===== src/rtl/dvi_timing_pkg.sv =====
// Shared types, XGA timing defaults and the IDF=3 (RGB 555, 12-bit DDR) pixel packer
// for the CH7301C DVI transmitter controller.
package dvi_timing_pkg;

  typedef enum logic [1:0] {V_SYNC, V_BP, V_ACTIVE, V_FP} vstate_e;
  typedef enum logic [1:0] {H_SYNC, H_BP, H_DATA, H_FP} hstate_e;

  localparam int XGA_HORI_FRONT_PORCH  = 24;
  localparam int XGA_HORI_SYNC_PULSE   = 136;
  localparam int XGA_HORI_BACK_PORCH   = 160;
  localparam int XGA_HORI_VISIBLE_AREA = 1024;
  localparam int XGA_VERT_FRONT_PORCH  = 3;
  localparam int XGA_VERT_SYNC_PULSE   = 6;
  localparam int XGA_VERT_BACK_PORCH   = 29;
  localparam int XGA_VERT_VISIBLE_AREA = 768;

  localparam int PIX_W  = 15;
  localparam int WORD_W = 12;

  typedef struct packed {
    logic [WORD_W-1:0] rise;
    logic [WORD_W-1:0] fall;
  } dvi_word_t;

  // IDF=3: rising edge carries P0b = {0, R, G[4:3]}, falling edge P0a = {G[2:0], B};
  // the low nibble of each word is unused by the 555 format.
  function automatic dvi_word_t pack_idf3(input logic [PIX_W-1:0] pix);
    dvi_word_t w;
    w.rise = {1'b0, pix[14:10], pix[9:8], 4'b0000};
    w.fall = {pix[7:5], pix[4:0], 4'b0000};
    return w;
  endfunction

endpackage


===== src/rtl/dvi_video_controller_if.sv =====
// Pixel stream from the frame-buffer reader into the DVI controller (valid/ready).
interface dvi_video_controller_if;
  import dvi_timing_pkg::*;

  logic [PIX_W-1:0] pix_data;
  logic             pix_valid;
  logic             pix_ready;

  modport master (output pix_data, output pix_valid, input pix_ready);
  modport slave  (input pix_data, input pix_valid, output pix_ready);
endinterface


===== src/rtl/video_timing_gen.sv =====
// Frame/line counters with vertical and horizontal phase decode; emits the phase
// flags that the output registers will present on the next cycle.
module video_timing_gen
  import dvi_timing_pkg::*;
#(
  parameter int HORI_FRONT_PORCH  = XGA_HORI_FRONT_PORCH,
  parameter int HORI_SYNC_PULSE   = XGA_HORI_SYNC_PULSE,
  parameter int HORI_BACK_PORCH   = XGA_HORI_BACK_PORCH,
  parameter int HORI_VISIBLE_AREA = XGA_HORI_VISIBLE_AREA,
  parameter int VERT_FRONT_PORCH  = XGA_VERT_FRONT_PORCH,
  parameter int VERT_SYNC_PULSE   = XGA_VERT_SYNC_PULSE,
  parameter int VERT_BACK_PORCH   = XGA_VERT_BACK_PORCH,
  parameter int VERT_VISIBLE_AREA = XGA_VERT_VISIBLE_AREA
) (
  input  logic clk,
  input  logic rst,
  input  logic en,
  output logic nxt_de,
  output logic nxt_h,
  output logic nxt_v,
  output logic nxt_frame_start
);

  localparam int HWHOLE = HORI_FRONT_PORCH + HORI_SYNC_PULSE + HORI_BACK_PORCH + HORI_VISIBLE_AREA;
  localparam int VWHOLE = VERT_FRONT_PORCH + VERT_SYNC_PULSE + VERT_BACK_PORCH + VERT_VISIBLE_AREA;
  localparam int HW = $clog2(HWHOLE);
  localparam int VW = $clog2(VWHOLE);

  localparam logic [HW-1:0] H_LAST       = HW'(HWHOLE - 1);
  localparam logic [HW-1:0] H_BP_START   = HW'(HORI_SYNC_PULSE);
  localparam logic [HW-1:0] H_DATA_START = HW'(HORI_SYNC_PULSE + HORI_BACK_PORCH);
  localparam logic [HW-1:0] H_FP_START   = HW'(HORI_SYNC_PULSE + HORI_BACK_PORCH + HORI_VISIBLE_AREA);
  localparam logic [VW-1:0] V_LAST       = VW'(VWHOLE - 1);
  localparam logic [VW-1:0] V_BP_START   = VW'(VERT_SYNC_PULSE);
  localparam logic [VW-1:0] V_ACT_START  = VW'(VERT_SYNC_PULSE + VERT_BACK_PORCH);
  localparam logic [VW-1:0] V_FP_START   = VW'(VERT_SYNC_PULSE + VERT_BACK_PORCH + VERT_VISIBLE_AREA);

  logic [HW-1:0] hcnt;
  logic [VW-1:0] vcnt;
  logic          running;
  vstate_e       vstate;
  hstate_e       hstate;
  logic          last_col;
  logic          frame_end;

  always_comb begin
    vstate = V_FP;
    if (vcnt < V_BP_START)       vstate = V_SYNC;
    else if (vcnt < V_ACT_START) vstate = V_BP;
    else if (vcnt < V_FP_START)  vstate = V_ACTIVE;
  end

  always_comb begin
    hstate = H_FP;
    if (hcnt < H_BP_START)        hstate = H_SYNC;
    else if (hcnt < H_DATA_START) hstate = H_BP;
    else if (hcnt < H_FP_START)   hstate = H_DATA;
  end

  assign last_col  = (hcnt == H_LAST);
  assign frame_end = last_col && (vcnt == V_LAST);

  // en is only honoured while idle or on the last cycle of a frame, so frames never truncate
  always_ff @(posedge clk) begin
    if (rst) begin
      running <= 1'b0;
      hcnt    <= '0;
      vcnt    <= '0;
    end else if (!running) begin
      running <= en;
    end else if (frame_end) begin
      running <= en;
      hcnt    <= '0;
      vcnt    <= '0;
    end else if (last_col) begin
      hcnt <= '0;
      vcnt <= vcnt + VW'(1);
    end else begin
      hcnt <= hcnt + HW'(1);
    end
  end

  // Horizontal phases exist only in V_ACTIVE, so blanking lines carry no hsync.
  assign nxt_v           = running && (vstate == V_SYNC);
  assign nxt_h           = running && (vstate == V_ACTIVE) && (hstate == H_SYNC);
  assign nxt_de          = running && (vstate == V_ACTIVE) && (hstate == H_DATA);
  assign nxt_frame_start = running && (hcnt == '0) && (vcnt == '0);

endmodule


===== src/rtl/dvi_video_controller.sv =====
// CH7301C DVI controller: pulls pixels on the timing generator's data phase, packs
// them to IDF=3 DDR half-words and registers all pin-level outputs.
module dvi_video_controller
  import dvi_timing_pkg::*;
#(
  parameter int HORI_FRONT_PORCH  = XGA_HORI_FRONT_PORCH,
  parameter int HORI_SYNC_PULSE   = XGA_HORI_SYNC_PULSE,
  parameter int HORI_BACK_PORCH   = XGA_HORI_BACK_PORCH,
  parameter int HORI_VISIBLE_AREA = XGA_HORI_VISIBLE_AREA,
  parameter int VERT_FRONT_PORCH  = XGA_VERT_FRONT_PORCH,
  parameter int VERT_SYNC_PULSE   = XGA_VERT_SYNC_PULSE,
  parameter int VERT_BACK_PORCH   = XGA_VERT_BACK_PORCH,
  parameter int VERT_VISIBLE_AREA = XGA_VERT_VISIBLE_AREA,
  parameter int SYNC_POLARITY     = 0
) (
  input  logic                   clk,
  input  logic                   rst,
  input  logic                   en,
  dvi_video_controller_if.slave  pix,
  output logic                   frame_start,
  output logic                   underflow,
  input  logic                   underflow_clr,
  output logic [WORD_W-1:0]      dvi_data_rise,
  output logic [WORD_W-1:0]      dvi_data_fall,
  output logic                   dvi_de,
  output logic                   dvi_h,
  output logic                   dvi_v,
  output logic                   dvi_reset_b
);

  localparam logic SYNC_ACT = (SYNC_POLARITY != 0);

  logic      nxt_de;
  logic      nxt_h;
  logic      nxt_v;
  logic      nxt_frame_start;
  logic      miss_p0;
  dvi_word_t word_p0;

  video_timing_gen #(
    .HORI_FRONT_PORCH  (HORI_FRONT_PORCH),
    .HORI_SYNC_PULSE   (HORI_SYNC_PULSE),
    .HORI_BACK_PORCH   (HORI_BACK_PORCH),
    .HORI_VISIBLE_AREA (HORI_VISIBLE_AREA),
    .VERT_FRONT_PORCH  (VERT_FRONT_PORCH),
    .VERT_SYNC_PULSE   (VERT_SYNC_PULSE),
    .VERT_BACK_PORCH   (VERT_BACK_PORCH),
    .VERT_VISIBLE_AREA (VERT_VISIBLE_AREA)
  ) u_timing (
    .clk             (clk),
    .rst             (rst),
    .en              (en),
    .nxt_de          (nxt_de),
    .nxt_h           (nxt_h),
    .nxt_v           (nxt_v),
    .nxt_frame_start (nxt_frame_start)
  );

  // Fetch stage: a missing pixel becomes black instead of stalling the raster.
  assign pix.pix_ready = nxt_de;
  assign miss_p0       = nxt_de && !pix.pix_valid;
  assign word_p0       = (nxt_de && pix.pix_valid) ? pack_idf3(pix.pix_data) : '0;

  // Output register stage
  always_ff @(posedge clk) begin
    if (rst) begin
      dvi_h         <= ~SYNC_ACT;
      dvi_v         <= ~SYNC_ACT;
      dvi_de        <= 1'b0;
      dvi_data_rise <= '0;
      dvi_data_fall <= '0;
      frame_start   <= 1'b0;
      underflow     <= 1'b0;
      dvi_reset_b   <= 1'b0;
    end else begin
      dvi_h         <= nxt_h ? SYNC_ACT : ~SYNC_ACT;
      dvi_v         <= nxt_v ? SYNC_ACT : ~SYNC_ACT;
      dvi_de        <= nxt_de;
      dvi_data_rise <= word_p0.rise;
      dvi_data_fall <= word_p0.fall;
      frame_start   <= nxt_frame_start;
      dvi_reset_b   <= 1'b1;
      if (miss_p0)            underflow <= 1'b1;
      else if (underflow_clr) underflow <= 1'b0;
    end
  end

endmodule


===== src/flat_wrapper.sv =====
// flat-port wrapper written by rule: the top's interface ports become plain ports
module dvi_video_controller_flat import dvi_timing_pkg::*;
#(
  parameter int HORI_FRONT_PORCH  = XGA_HORI_FRONT_PORCH,
  parameter int HORI_SYNC_PULSE   = XGA_HORI_SYNC_PULSE,
  parameter int HORI_BACK_PORCH   = XGA_HORI_BACK_PORCH,
  parameter int HORI_VISIBLE_AREA = XGA_HORI_VISIBLE_AREA,
  parameter int VERT_FRONT_PORCH  = XGA_VERT_FRONT_PORCH,
  parameter int VERT_SYNC_PULSE   = XGA_VERT_SYNC_PULSE,
  parameter int VERT_BACK_PORCH   = XGA_VERT_BACK_PORCH,
  parameter int VERT_VISIBLE_AREA = XGA_VERT_VISIBLE_AREA,
  parameter int SYNC_POLARITY     = 0
)
  (clk, rst, en, frame_start, underflow, underflow_clr, dvi_data_rise, dvi_data_fall, dvi_de, dvi_h, dvi_v, dvi_reset_b, pix_pix_data, pix_pix_valid, pix_pix_ready);
  dvi_video_controller_if pix_i ();
  input  logic clk;
  input  logic rst;
  input  logic en;
  output logic frame_start;
  output logic underflow;
  input  logic underflow_clr;
  output logic [WORD_W-1:0] dvi_data_rise;
  output logic [WORD_W-1:0] dvi_data_fall;
  output logic dvi_de;
  output logic dvi_h;
  output logic dvi_v;
  output logic dvi_reset_b;
  input wire logic [$bits(pix_i.pix_data)-1:0] pix_pix_data;
  input wire logic [$bits(pix_i.pix_valid)-1:0] pix_pix_valid;
  output wire logic [$bits(pix_i.pix_ready)-1:0] pix_pix_ready;
  assign pix_i.pix_data = pix_pix_data;
  assign pix_i.pix_valid = pix_pix_valid;
  assign pix_pix_ready = pix_i.pix_ready;
  dvi_video_controller #(.HORI_FRONT_PORCH(HORI_FRONT_PORCH), .HORI_SYNC_PULSE(HORI_SYNC_PULSE), .HORI_BACK_PORCH(HORI_BACK_PORCH), .HORI_VISIBLE_AREA(HORI_VISIBLE_AREA), .VERT_FRONT_PORCH(VERT_FRONT_PORCH), .VERT_SYNC_PULSE(VERT_SYNC_PULSE), .VERT_BACK_PORCH(VERT_BACK_PORCH), .VERT_VISIBLE_AREA(VERT_VISIBLE_AREA), .SYNC_POLARITY(SYNC_POLARITY)) u_core (.clk(clk), .rst(rst), .en(en), .pix(pix_i), .frame_start(frame_start), .underflow(underflow), .underflow_clr(underflow_clr), .dvi_data_rise(dvi_data_rise), .dvi_data_fall(dvi_data_fall), .dvi_de(dvi_de), .dvi_h(dvi_h), .dvi_v(dvi_v), .dvi_reset_b(dvi_reset_b));
endmodule

===== config.mk =====
export PLATFORM = sky130hd
export DESIGN_NAME = dvi_video_controller_flat
export DESIGN_NICKNAME = d
export VERILOG_FILES = /design/src/rtl/dvi_timing_pkg.sv /design/src/rtl/dvi_video_controller_if.sv /design/src/rtl/video_timing_gen.sv /design/src/rtl/dvi_video_controller.sv /design/src/flat_wrapper.sv
export SDC_FILE = /design/constraint.sdc
export NUM_CORES = 1
export LEC_CHECK = 0
export ABC_AREA = 1
export CAP_MARGIN = 20
export CORE_MARGIN = 8
export CORE_UTILIZATION = 55
export CTS_BUF_LIST = sky130_fd_sc_hd__clkbuf_4 sky130_fd_sc_hd__clkbuf_8
export DETAILED_ROUTE_END_ITERATION = 16
export GPL_ROUTABILITY_DRIVEN = 0
export PLACE_DENSITY_LB_ADDON = 0.1
export SKIP_CTS_REPAIR_TIMING = 1
export SKIP_LAST_GASP = 1
export SYNTH_ARGS = -nofsm -noshare
export SYNTH_HDL_FRONTEND = slang
export SYNTH_SLANG_ARGS = --single-unit

===== constraint.sdc =====
create_clock -name clk -period 2.15 [get_ports clk]
set_input_delay 0.645 -clock clk [delete_from_list [all_inputs] [get_ports clk]]
set_output_delay 0.645 -clock clk [all_outputs]
set_load 0.03 [all_outputs]

==> flow_metrics.env, run 1 <==
export IMPL_status="finished clean"
export IMPL_ys_ff_latch=43
export IMPL_die_x_um=78.4
export IMPL_antenna_found_initial=0
export IMPL_diodes=0
export IMPL_io_pins=51
export IMPL_grt_pass1_wl_um=8310
export IMPL_final_util=0.738
export IMPL_grt_pass1_vias=1867
export IMPL_criticalPathCategory="flip-flop to output port"
export IMPL_synth_simple_area_share=0.361
export IMPL_syn_area_sq_um=2140
export IMPL_start_util=0.580
export IMPL_track_usage=0.167
export IMPL_min_path_type="flip-flop to flip-flop"
export IMPL_post_drt_via_cell_ratio=4.94
export IMPL_cts_sinks=43
export IMPL_period_needed_ps=2090
export IMPL_cts_htree_levels=2
export IMPL_netlist_top_cells_count="nand2_1 (54), inv_1 (49), dfxtp_1 (43)"
export IMPL_cp_common_cell="nand2_1"
export IMPL_power_total_mw=1.44
export IMPL_area_growth_pct=27.3
export IMPL_synth_most_common_cell="nand2_1"
export IMPL_critical_path_max_stage_delay_ps=360
export IMPL_worst_slew_pin_slew_ps=576
export IMPL_synthXorXnorAreaFrac=0.00409
export IMPL_crit_required_ps=1500
export IMPL_ys_types=27
export IMPL_switching_share=0.241
export IMPL_synth_top_area_cell="dfxtp_1"
export IMPL_clk_pin_slew_ps=90
export IMPL_hold_viol_final=0
export IMPL_clk_latency_ps=300
export IMPL_slowest_stage="dfxtp_2"
export IMPL_place_area_sq_um=2580
export IMPL_period_share=0.973
export IMPL_drtPass1Iterations=4
export IMPL_p_comb_frac=0.083
export IMPL_worstPathArrival_ps=1450
export IMPL_drive_gt1_frac=0.162
export IMPL_ys_seq_area_frac=0.402
export IMPL_final_nets=375
export IMPL_die_h_um=78.4
export IMPL_startpoint_type="flip-flop"
export IMPL_finalSetupViolations=0
export IMPL_p_clk_frac=0.357
export IMPL_synth_top_area_frac=0.402
export IMPL_synth_top_family_by_area="simple AND/OR/NAND/NOR gates"
export IMPL_cellLeakagePower_nw=1.20
export IMPL_numPortBuffers=41
export IMPL_drv_slew=0
export IMPL_synthAdderAreaFrac=0.0292
export IMPL_num_fill_cells=313
export IMPL_synthArstFlopShare=0
export IMPL_dieArea_sq_um=6140
export IMPL_avgSynthCellArea_sq_um=7.16
export IMPL_cts_buffers_inserted=5
export IMPL_p_sw_uw=347
export IMPL_synthMuxAreaShare=0
export IMPL_cap_violations=0
export IMPL_drtIter0Drc=167
export IMPL_worstPathCellList="inv_2, nand3_2, nand2_1, nand2_1, nand2_1, nand3_2, nor2_4, buf_6"
export IMPL_core_sq_um=3690
export IMPL_synth_area_top_cells="dfxtp_1 (40%), nand2_1 (9.5%), inv_1 (8.6%)"
export IMPL_row_count=22
export IMPL_vias=1971
export IMPL_synth_ff_type="dfxtp_1"
export IMPL_dp_hpwl_um=3950
export IMPL_p_int_mw=1.09
export IMPL_endpoint_kind="output port"
export IMPL_grt_max_degree=16
export IMPL_slew_headroom=0.613
export IMPL_ir_drop_uv=549
export IMPL_overflow=0
export IMPL_avgRoutedWirePerCell_um=12.7
export IMPL_root_buffer="clkbuf_8"
export IMPL_crit_family="simple AND/OR/NAND/NOR gates"
export IMPL_p_seq_frac=0.560
export IMPL_critical_path_buf_inv_count=2
export IMPL_synth_compound_area_frac=0.0637
export IMPL_drcViolationCount=0
export IMPL_yosysWarnings=0
export IMPL_power_density_nw_per_um2=529
export IMPL_fin_skew_ps=11.5
export IMPL_drtAntennaViolNets=0
export IMPL_synth_edf_count=0
export IMPL_finalInstanceArea_sq_um=2720
export IMPL_crit_fanout=5
export IMPL_cts_tree="done"
export IMPL_wl_um=5070
export IMPL_clock_path_buffers=2
export IMPL_syn_instance_count=299
export IMPL_fmax_mhz=478
## power groups by stage
stage / combinational, mW / clock [mW] / sequential, mW
after global routing: 0.131 / 0.560 / 0.807
final: 0.120 / 0.514 / 0.806
after floorplan: 0.0702 / 0 / 0.833
after global placement: 0.119 / 0 / 0.827
after CTS: 0.120 / 0.530 / 0.808
after detailed placement: 0.120 / 0 / 0.827
## flip-flops by register name, summed over array words and instances, names as in the netlist
name	count
u_core.u_timing.vcnt	10
u_core.dvi_reset_b	1
u_core.dvi_data_fall	8
u_core.dvi_data_rise	7
u_core.u_timing.running	1
u_core.dvi_v	1
u_core.dvi_de	1
u_core.frame_start	1
u_core.u_timing.hcnt	11
u_core.underflow	1
u_core.dvi_h	1
## area by class of cell
type,instances,area [sq um],share of cell area
tap,48,60.1,0.0221
multi-input combinational,197,1030,0.377
timing repair buffer,48,464,0.170
clock inverter,2,12.5,0.00460
sequential,43,876,0.322
clock buffer,6,76.3,0.0280
inverter,55,206,0.0758
## metrics by stage
| stage | worst slack [ps] | hold WS (ps) | instances | setup TNS [ps] |
|---|---|---|---|---|
| global placement | 267 | 464 | 388 | 0 |
| detailed placement | 239 | 494 | 388 | 0 |
| finish | 58.9 | 497 | 399 | 0 |
| floorplan | 436 | 472 | 307 | 0 |
| CTS | -20.6 | 507 | 396 | -20.6 |
| global route | -17.9 | 538 | 399 | -17.9 |
## routing by layer
layer | track usage | part of all wire | vias to the layer above
li1 | - | - | 1017
met1 | 0.188 | 0.42 | 884
met2 | 0.288 | 0.50 | 60
met3 | 0.0421 | 0.056 | 10
met4 | 0.0815 | 0.024 | 0
met5 | 0 | 0 | -
## worst reg2reg max path, cell delays in order, from the launching register on
cell and delay, ps:
dfxtp_1 440, nand2_1 100, nor3_1 460, nand2_1 90
nor2_1 160, nand2_1 80, o21ai_0 150, a21oi_1 60
## cells by family (layout without fill, tap and decap cells)
| group | after synthesis | count (layout) |
|---|---|---|
| DFF | 43 | 43 |
| xor gates and xnor gates | 1 | 1 |
| buffers and inverters | 67 | 111 |
| and+or+nand+nor | 156 | 156 |
| AOI/OAI and AO/OA | 26 | 26 |
| other | 1 | 9 |
| adders and majority gates | 5 | 5 |
## cell usage in the layout, fill, tap and decap left out
cell             Yosys  routed
nand3_4              1       1
nand4_1              8       8
nand3_1             22      21
ha_1                 5       4
buf_6                1       1
nor3_1               9       9
nand2_1             54      53
ha_2                 0       1
a31oi_1              1       1
xor2_1               1       1
buf_4                9       7
a21oi_1             13      13
inv_2                6       6
conb_1               1       9
nor2_2               8       9
nor3_2               2       2
dfxtp_2              0       6
nand2_2              3       4
inv_1               49      49
o21ai_1              1       1
a211oi_1             2       2
o21ai_0              9       9
nor2_1              37      36
nor2_4               6       6
clkbuf_4             0       1
clkinv_2             0       1
clkinvlp_4           0       1
dfxtp_1             43      35
nand3b_1             3       3
clkbuf_8             0       5
nand3_2              3       4
dfxtp_4              0       2
clkdlybuf4s50_1      0      40
## path summary, 6_finish.rpt
kind	cells past startpoint	slack [ps]	to	start
min	2	500	u_core.u_timing.hcnt[8]	u_core.u_timing.hcnt[8]
max	8	60	pix_pix_ready	u_core.u_timing.vcnt[3]
min reg2reg	2	500	u_core.u_timing.hcnt[8]	u_core.u_timing.hcnt[8]
max reg2reg	7	490	u_core.u_timing.hcnt[7]	u_core.u_timing.running
(Power assumes the default switching activity.)
==> run 2, diff against run 1 <==
--- a/config.mk
+++ b/config.mk
@@ -8,8 +8,9 @@
 export ABC_AREA = 1
 export CAP_MARGIN = 20
 export CORE_MARGIN = 8
-export CORE_UTILIZATION = 55
+export CORE_UTILIZATION = 35
 export CTS_BUF_LIST = sky130_fd_sc_hd__clkbuf_4 sky130_fd_sc_hd__clkbuf_8
+export CTS_CLUSTER_SIZE = 24
 export DETAILED_ROUTE_END_ITERATION = 16
 export GPL_ROUTABILITY_DRIVEN = 0
 export PLACE_DENSITY_LB_ADDON = 0.1
==> run 2 against run 1 <==
- via count shrank 0.41%
- global-route usage fell by 4.6 points
- die area rose by 44%
- maximum frequency is 1.3% higher
- cell count up 7.8%
- total power increased by 16%
- count of clock-buffer cells in the layout is the same
- clock power grew 46%
- flip-flop and latch count unchanged
- largest cell class unchanged
- largest power group unchanged
- highest routed layer unchanged
==> flow_metrics.env, run 2 (synthesis results as in run 1) <==
export IMPL_cap_violations=0
export IMPL_row_count=28
export IMPL_drtIter0Drc=49
export IMPL_fin_skew_ps=4.81
export IMPL_crit_required_ps=1500
export IMPL_slowest_stage="dfxtp_4"
export IMPL_crit_fanout=3
export IMPL_numPortBuffers=41
export IMPL_power_total_mw=1.67
export IMPL_clk_latency_ps=290
export IMPL_dp_cells=416
export IMPL_grt_pass1_wl_um=8690
export IMPL_endpoint_kind="output port"
export IMPL_die_x_um=94.2
export IMPL_startpoint_type="flip-flop"
export IMPL_setup_tns_final_ps=0
export IMPL_slew_headroom=0.598
export IMPL_hold_depth=2
export IMPL_dp_hpwl_um=4110
export IMPL_drtPass1Iterations=4
export IMPL_grt_max_degree=16
export IMPL_cts_htree_levels=2
export IMPL_vias=1963
export IMPL_overflow=0
export IMPL_power_density_nw_per_um2=582
export IMPL_largest_reg_flops=11
export IMPL_min_to="u_core.underflow"
export IMPL_start_util=0.361
export IMPL_timing_rr_start="u_core.u_timing.hcnt[7]"
export IMPL_crit_path_start="u_core.u_timing.vcnt[4]"
export IMPL_final_nets=379
export IMPL_io_pins=51
export IMPL_cts_sinks=43
export IMPL_min_from="u_core.underflow"
export IMPL_cts_buffers_inserted=5
export IMPL_post_drt_via_cell_ratio=4.57
export IMPL_min_path_type="flip-flop to flip-flop"
export IMPL_grt_pass1_vias=1847
export IMPL_hold_viol_final=0
export IMPL_reg2reg_to="u_core.u_timing.vcnt[2]"
export IMPL_antenna_found_initial=0
export IMPL_cts_tree="done"
export IMPL_diodes=0
export IMPL_clk_pin_slew_ps=80
export IMPL_cp_common_cell="nand2_1"
export IMPL_wl_um=5290
export IMPL_r2r_cells=8
export IMPL_drive_gt1_frac=0.192
export IMPL_worst_slew_pin_slew_ps=598
export IMPL_worstPathArrival_ps=1420
export IMPL_final_common_cell="nand2_1"
export IMPL_ir_drop_uv=348
export IMPL_largestRegisters="u_core.u_timing.hcnt: 11 flops, u_core.u_timing.vcnt: 10 flops, u_core.dvi_data_fall: 8 flops"
export IMPL_track_usage=0.122
export IMPL_critical_path_max_stage_delay_ps=350
export IMPL_drcViolationCount=0
export IMPL_cellLeakagePower_nw=1.25
export IMPL_period_needed_ps=2060
export IMPL_root_buffer="clkbuf_8"
export IMPL_status="finished clean"
export IMPL_rrSetupSlack_ps=510
export IMPL_avgRoutedWirePerCell_um=12.3
export IMPL_fin_cells=430
export IMPL_worstPathCellList="inv_2, nand3_4, nand2_2, nand2_1, nand2_1, nand3_2, nor2_4, buf_6"
export IMPL_top_register="u_core.u_timing.hcnt"
export IMPL_die_h_um=94.2
export IMPL_dieArea_sq_um=8870
export IMPL_area_growth_pct=34.4
export IMPL_drv_slew=0
export IMPL_clock_path_buffers=2
export IMPL_final_util=0.486
export IMPL_finalSetupViolations=0
export IMPL_criticalPathCategory="flip-flop to output port"
export IMPL_period_share=0.960
export IMPL_fmax_mhz=485
export IMPL_final_cell_mix="nand2_1 (51), inv_1 (48), clkdlybuf4s50_1 (40)"
export IMPL_core_sq_um=5920
export IMPL_drtAntennaViolNets=0
## run 2: cell count changes in the layout (fill, tap and decap cells not counted), moves of 2 or more
cell,previous run,this run
nand2_1,53,51
bufinv_16,0,2
nand2_2,4,6
buf_4,7,11
dfxtp_4,2,6
dfxtp_1,35,32
## run 2: how the worst max path moves through the flow
stage / slack [ps] / depth (start not counted) / endpoint
after global routing: -7 / 8 / pix_pix_ready
after CTS: -80 / 6 / pix_pix_ready
after global placement: 200 / 5 / u_core.u_timing.hcnt[9]
final: 90 / 8 / pix_pix_ready
after floorplan: 440 / 6 / pix_pix_ready
after detailed placement: 200 / 5 / u_core.u_timing.hcnt[7]
## run 2: power by group
group / internal [mW] / switching [mW]
Sequential: 0.796 / 0.00520
Clock: 0.477 / 0.276
Combinational: 0.0506 / 0.0681
## run 2: metrics by stage
step	hold WS [ps]	setup slack [ps]	area (sq um)
floorplan	472	436	2170
global placement	470	204	2620
detailed placement	476	195	2620
CTS	485	-76.0	2760
global route	499	-6.81	2880
finish	484	86.4	2880
## run 2: final cells by class
cell class | count | area (sq um)
multi-input combinational | 197 | 1050
timing repair buffer | 52 | 494
fill | 615 | 3050
inverter | 55 | 209
clock buffer | 6 | 76.3
clock inverter | 2 | 60.1
sequential | 43 | 890
tap | 75 | 93.8
## run 2: metal layers
layer | global-route usage | share of wire | vias to the layer above | routed length, um
met4 | 0.0357 | 0.0089 | 0 | 47
met1 | 0.148 | 0.45 | 899 | 2370
met5 | 0 | 0 | - | 0
li1 | - | - | 1028 | -
met2 | 0.208 | 0.50 | 31 | 2650
met3 | 0.0264 | 0.042 | 5 | 222
## run 2: worst max-delay path, delay by kind of cell, from the launching register on
kind          cells  cell delay [ps]
simple gates      6              560
buf+inv           2              210
flops             1              350
